===== src/rtl/mac_engine.sv =====
// mac_engine: pops paired operands from two show-ahead FIFOs, accumulates an
// unsigned dot product of VEC_LEN element pairs and offers the sum on a
// valid/ready result port.
module mac_engine #(
    parameter int unsigned DATA_WIDTH = 8,
    parameter int unsigned VEC_LEN    = 8,
    parameter int unsigned ACC_WIDTH  = 24
) (
    input  logic                  clk,
    input  logic                  rst,
    input  logic                  start,
    input  logic [DATA_WIDTH-1:0] a_data,
    input  logic                  a_empty,
    output logic                  a_rden,
    input  logic [DATA_WIDTH-1:0] b_data,
    input  logic                  b_empty,
    output logic                  b_rden,
    output logic [ACC_WIDTH-1:0]  result,
    output logic                  result_valid,
    input  logic                  result_ready,
    output logic                  busy
);

    localparam int unsigned CntWidth = $clog2(VEC_LEN) + 1;
    localparam logic [CntWidth-1:0] LastCount = CntWidth'(VEC_LEN - 1);

    typedef enum logic [1:0] {
        StIdle,
        StRun,
        StDone
    } state_e;

    state_e                  state_q, state_d;
    logic [ACC_WIDTH-1:0]    acc_q, acc_d;
    logic [CntWidth-1:0]     count_q, count_d;
    logic                    pop;
    logic [2*DATA_WIDTH-1:0] product;

    // Both FIFOs pop together or not at all; reset blocks any pop immediately.
    assign pop = (state_q == StRun) && !a_empty && !b_empty && !rst;

    assign product = {{DATA_WIDTH{1'b0}}, a_data} * {{DATA_WIDTH{1'b0}}, b_data};

    // State register
    always_ff @(posedge clk) begin
        if (rst) begin
            state_q <= StIdle;
        end else begin
            state_q <= state_d;
        end
    end

    // Next-state logic; start is only looked at in idle
    always_comb begin
        state_d = state_q;
        unique case (state_q)
            StIdle: begin
                if (start) begin
                    state_d = StRun;
                end
            end
            StRun: begin
                if (pop && (count_q == LastCount)) begin
                    state_d = StDone;
                end
            end
            StDone: begin
                if (result_ready) begin
                    state_d = StIdle;
                end
            end
            default: state_d = StIdle;
        endcase
    end

    // Output decode: rden is combinational for the show-ahead pop, the rest
    // comes from registers only
    always_comb begin
        a_rden       = pop;
        b_rden       = pop;
        result       = acc_q;
        result_valid = (state_q == StDone);
        busy         = (state_q != StIdle);
    end

    // Accumulator / element counter next-state
    always_comb begin
        acc_d   = acc_q;
        count_d = count_q;
        if ((state_q == StIdle) && start) begin
            acc_d   = '0;
            count_d = '0;
        end else if (pop) begin
            // Product is zero-extended; the sum wraps at ACC_WIDTH
            acc_d   = acc_q + ACC_WIDTH'(product);
            count_d = count_q + CntWidth'(1);
        end
    end

    // Accumulator / counter registers
    always_ff @(posedge clk) begin
        if (rst) begin
            acc_q   <= '0;
            count_q <= '0;
        end else begin
            acc_q   <= acc_d;
            count_q <= count_d;
        end
    end

endmodule


===== config.mk =====
export PLATFORM = sky130hd
export DESIGN_NAME = mac_engine
export DESIGN_NICKNAME = d
export VERILOG_FILES = /design/src/rtl/mac_engine.sv
export SDC_FILE = /design/constraint.sdc
export NUM_CORES = 1
export LEC_CHECK = 0
export CORE_MARGIN = 8
export CORE_UTILIZATION = 37
export CTS_BUF_LIST = sky130_fd_sc_hd__clkbuf_2
export DETAILED_ROUTE_END_ITERATION = 6
export HOLD_SLACK_MARGIN = 0.06
export PLACE_DENSITY = 0.58
export SYNTH_ARGS = -nofsm -noshare
export SYNTH_HDL_FRONTEND = slang
export SYNTH_SLANG_ARGS = --single-unit

===== constraint.sdc =====
create_clock -name clk -period 13.9 [get_ports clk]
set_clock_uncertainty 0.2 [all_clocks]
set_input_delay 2.085 -clock clk [delete_from_list [all_inputs] [get_ports clk]]
set_output_delay 2.085 -clock clk [all_outputs]
set_load 0.05 [all_outputs]

**Yosys cells after proc, flatten, opt, wreduce, memory -nomap -nowiden**

Cells that the tools add are included.

- Reductions and logical operators: 12
- $mul: 1
- Mux-type cells: 4
- Equal/unequal tests: 6
- Add/subtract/negate cells: 2

Operator list:

| cell | count |
|---|---|
| adder 24 x 16 -> 24 bit | 1 |
| multiplier 8 x 8 -> 16 bit | 1 |
| 2-to-1 mux 2 bit | 3 |
| case mux 2 bit (3 select lines) | 1 |
| logical AND 1 bit | 5 |
| adder 4 x 1 -> 4 bit (second input constant) | 1 |
| == test 4 x 3 -> 1 bit (second input constant) | 1 |
| inequality test 2 x 1 -> 1 bit (second input constant) | 2 |
| zero test 1 bit | 3 |
| AND reduction 3 bit | 1 |
| == test 2 x 1 -> 1 bit (second input constant) | 1 |
| == test 2 bit (second input constant) | 1 |
| zero test 2 bit | 1 |
| inequality test 2 bit (second input constant) | 1 |
| nonzero test 2 bit | 1 |
| OR reduction 2 bit | 1 |

- Flip-flop bits (word level): 30
- Logic and storage cells: 28
- Output and inout bits: 28
- Input bits: 22

**Logic depth before layout (Yosys ltp)**

- Word-level depth: 7
- Mapped depth: 17
- Depth with buffers taken out: 16

**Least setup slack after synthesis**

No wires, ideal clock.

- Kind: input-to-reg
- Start: input port b_data[1]
- End: register acc_q[12], in the netlist result[12]
- Setup time: 65 ps
- Setup slack: 7373 ps
- Required time: 13635 ps
- Path buffers: 1
- Arrival time: 6262 ps
- Stages: 16
- Path through: clkbuf_1 nand2_1 fa_1 inv_1 fa_1 inv_1 fa_1 fa_1 inv_1 ha_1 and2_4 a221o_1 a21o_1 and4_4 or4_1 nand3_1

- Cells in the longest elaborated chain, start to end: 2

Ends and longest elaborated chain:

| item | line | RTL |
|---|---|---|
| start, declared | 15 | `input logic [DATA_WIDTH-1:0] b_data,` |
| multiplier 8 x 8 -> 16 bit | 42 | `assign product = {{DATA_WIDTH{1'b0}}, a_data} * {{DATA_WIDTH{1'b0}}, b_data};` |
| adder 24 x 16 -> 24 bit | 95 | `acc_d = acc_q + ACC_WIDTH'(product);` |
| end signal, assigned | 103 | `acc_q <= '0;` |
| end signal, assigned | 106 | `acc_q <= acc_d;` |
| end, declared | 34 | `logic [ACC_WIDTH-1:0] acc_q, acc_d;` |

Every way passes these cells.
A chain may end at the register's enable or synchronous reset.

**Final worst setup path**

- Start: input port rst
- End: output port a_rden

- Cells in the longest elaborated chain, start to end: 2

Ends and longest elaborated chain:

| item | line | RTL |
|---|---|---|
| start, declared | 10 | `input logic rst,` |
| zero test 1 bit | 40 | `assign pop = (state_q == StRun) && !a_empty && !b_empty && !rst;` |
| logical AND 1 bit | 40 |  |
| end, declared | 14 | `output logic a_rden,` |

Every way passes these cells.

==> flow_summary_export.csv <==
group,metric,value,unit
outcome,status,"finished, final reports clean",
sta,rsz0062_at_grt,"false",
sta,setup_violations,0,
worst_setup_path,r2r_slack,9.02,ns
worst_setup_path,path_class,"primary input to output port",
placement,gp_congestion,0.8013,
worst_setup_path,cp.required,11.61,ns
detailed_routing,wire_per_inst,14.35,um
yosys,synth_ff_type,"dfxtp_1",
worst_setup_path,cp-end-kind,"output port",
detailed_routing,drt_pass1_iterations,4,
cells_and_area,fin_nets,630,
yosys,ys_warn_count,0,
detailed_routing,vias,3204,
placement,portBuffers,49,
placement,dp_hpwl,7674,um
clocking,cts_tree,"done",
clocking,clock_latency,0.37,ns
worst_setup_path,crit_chain,"clkdlybuf4s50_1 > nor4b_1 > nand2b_1 > inv_1 > clkdlybuf4s50_1",
floorplan,row_count,37,
yosys,mappedNetlistNets,587,
global_routing,grt_overflow,0,
sta,worst_pin_slew,0.9888,ns
clocking,cts_buffer_depth,2,
detailed_routing,viasPerCell,4.907,
sta,fin_tns_setup,0,ns
pwr,p_per_area,104.8,nW/um^2
placement,placed_area,4529,sq um
pwr,peakVddDrop,0.04470,mV
sta,fmax,0.1314,GHz
clocking,clkSinkCount,30,
clocking,cts_buffers,5,
floorplan,core_area,10320,sq um
worst_setup_path,cp-start-kind,"primary input",
floorplan,die_y,119.0,um
detailed_routing,drc,0,
floorplan,initial_core_util,38.01,%
floorplan,die_area,14160,sq um
clocking,post-cts-setup-buffers,0,
global_routing,grt_pass1_vias,3409,
cells_and_area,post-route-util,44.50,%
sta,period_needed,7.609,ns
clocking,root_buffer,"clkbuf_2",
detailed_routing,ant_nets,0,
detailed_routing,first_iter_violations,187,
global_routing,grt_pass1_wl,16660,um
placement,pre_cts_ws,6.217,ns
pwr,power.switching,0.0002292,W
worst_setup_path,slowest_delay,0.94,ns
yosys,syn_area,3924,sq um
pwr,power.leakage,2.173,nW
yosys,syn_avg_cell_area,8.295,sq um
sta,drv_slew,0,
flow_run,drv_cap,0,
cells_and_area,drive_above_1_share,2.321,%
cells_and_area,syn_to_final_growth,17.09,%
yosys,ys_seq_elements,30,
yosys,synth_edf_count,0,
worst_setup_path,cp_max_fo,25,
floorplan,die_w,119.0,um
hold_path,hold_class,"register to register",
cells_and_area,antenna_cells,0,
yosys,synth.distinct_cells,51,
cells_and_area,finalInstanceArea,4594,sq um
yosys,synthArstFlopShare,0,%
cells_and_area,fillers,1054,
clocking,cts_max_level,2,
pwr,power_frac_seq,18.9,%
clocking,ctsHoldBuffers,0,
pwr,p_sw_share,47.60,%
sta,hold_violations,0,
worst_setup_path,cp_slowest_cell,"clkdlybuf4s50_1",
clocking,post_cts_resized,0,
sta,final.hold.worst_slack,0.2802,ns
worst_setup_path,critPathArrivalTime,5.32,ns
sta,fin_ws,6.291,ns
sta,max_slew_margin,34.08,%
pwr,p_clk_share,12.9,%
worst_setup_path,path_buf_inv,3,
clocking,clk_pin_slew,0.16,ns
floorplan,ios,50,
global_routing,antenna_found_initial,0,
worst_setup_path,crit_top_cell,"clkdlybuf4s50_1",
worst_setup_path,critPathTopFamily,"buffers and inverters",
global_routing,grt_max_degree,26,
sta,post-route-period-util,54.74,%
pwr,power.internal,0.0002523,W
yosys,synth-seq-area-share,15.31,%
global_routing,track_usage,13.98,%
yosys,syn-instance-count,473,
detailed_routing,wl,9371,um
pwr,combPwrFrac,68.2,%
==> layer usage <==
metal	global-route usage [%]	routed length [um]	vias to the layer above
li1	-	-	1604
met1	18.52	4438	1527
met2	23.18	4449	59
met3	2.173	337	14
met4	3.636	146	0
met5	0	0	-
==> power by group through the flow <==
stage / combinational (W) / clock, W / sequential (W)
after floorplan: 0.000243 / 0 / 0.0000993
after global placement: 0.000323 / 0 / 0.0000931
after detailed placement: 0.000326 / 0 / 0.0000931
after CTS: 0.000329 / 0.0000650 / 0.0000913
after global routing: 0.000377 / 0.0000700 / 0.0000916
final: 0.000328 / 0.0000620 / 0.0000910
==> synth_stat cells (4+ instances only) <==
| library cell | number | area, sq um |
|---|---|---|
| a21o_1 | 5 | 37.54 |
| xnor2_1 | 6 | 52.55 |
| nor3_1 | 4 | 20.02 |
| clkbuf_1 | 9 | 33.78 |
| nor2_1 | 14 | 52.55 |
| a21oi_1 | 22 | 110.1 |
| o21ai_0 | 7 | 35.03 |
| a31oi_1 | 7 | 43.79 |
| nand2_1 | 66 | 247.7 |
| fa_1 | 50 | 1001 |
| ha_1 | 42 | 525.5 |
| a211oi_1 | 5 | 37.54 |
| and2_1 | 36 | 225.2 |
| nand4_1 | 4 | 25.02 |
| inv_1 | 99 | 371.6 |
| xor2_1 | 5 | 43.79 |
| dfxtp_1 | 30 | 600.6 |
| nand3_1 | 6 | 30.03 |
| o21a_1 | 5 | 37.54 |
| o211ai_1 | 4 | 30.03 |
| o21ai_1 | 4 | 20.02 |
==> path summary, 6_finish.rpt <==
kind,startpoint,to,cells past startpoint
max,rst,a_rden,5
min,result[23]$_SDFFE_PP0P_,result[23]$_SDFFE_PP0P_,1
max reg2reg,result[7]$_SDFFE_PP0P_,result[12]$_SDFFE_PP0P_,15
min reg2reg,result[23]$_SDFFE_PP0P_,result[23]$_SDFFE_PP0P_,1
==> placed cells by master (no fill, tap or decap), types with 6 or more instances in the layout <==
| cell | netlist | final |
|---|---|---|
| xnor2_1 | 6 | 6 |
| o21ai_0 | 7 | 7 |
| ha_1 | 42 | 42 |
| a31oi_1 | 7 | 7 |
| nand3_1 | 6 | 6 |
| dfxtp_1 | 30 | 30 |
| a21oi_1 | 22 | 22 |
| clkdlybuf4s50_1 | 0 | 49 |
| inv_1 | 99 | 99 |
| nor2_1 | 14 | 14 |
| nand2_1 | 66 | 66 |
| and2_1 | 36 | 36 |
| fa_1 | 50 | 50 |
==> kinds of logic after synthesis <==
group | count (synthesis) | share of synthesized area (%)
buf+inv | 112 | 10.87
simple gates | 148 | 18.69
compound gates | 77 | 13.01
flops | 30 | 15.31
xor+xnor | 11 | 2.455
mux | 3 | 0.7653
fa+ha+maj | 92 | 38.90
==> per-stage QoR <==
stage | total power [W] | cells
floorplan | 0.0003424 | 473
global placement | 0.0004163 | 645
detailed placement | 0.0004189 | 645
CTS | 0.0004856 | 653
global route | 0.0005387 | 653
finish | 0.0004815 | 653
==> worst register-to-register path: stages (launching register included) <==
cell and delay [ns]:
dfxtp_1 0.40, inv_1 0.07, fa_1 0.54, inv_1 0.06, fa_1 0.47, fa_1 0.51
inv_1 0.07, fa_1 0.53, inv_1 0.04, ha_1 0.34, and2_4 0.19, a221o_1 0.38
a21o_1 0.26, and4_4 0.21, or4_1 0.49, nand3_1 0.08
==> sequential cells by signal, summed over array words and instances, names as in the netlist <==
signal   count
state_q      2
result      24
count_q      4
==> final cells by class <==
| class | instances | area [sq um] | area share (%) |
|---|---|---|---|
| Inverter | 99 | 371.6 | 8.088 |
| Timing Repair Buffer | 49 | 490.5 | 10.68 |
| Tap cell | 136 | 170.2 | 3.704 |
| Multi-Input combinational cell | 331 | 2897 | 63.04 |
| Clock inverter | 3 | 40.04 | 0.8715 |
| Clock buffer | 5 | 25.02 | 0.5447 |
| Sequential cell | 30 | 600.6 | 13.07 |
(Power assumes the default switching activity.)
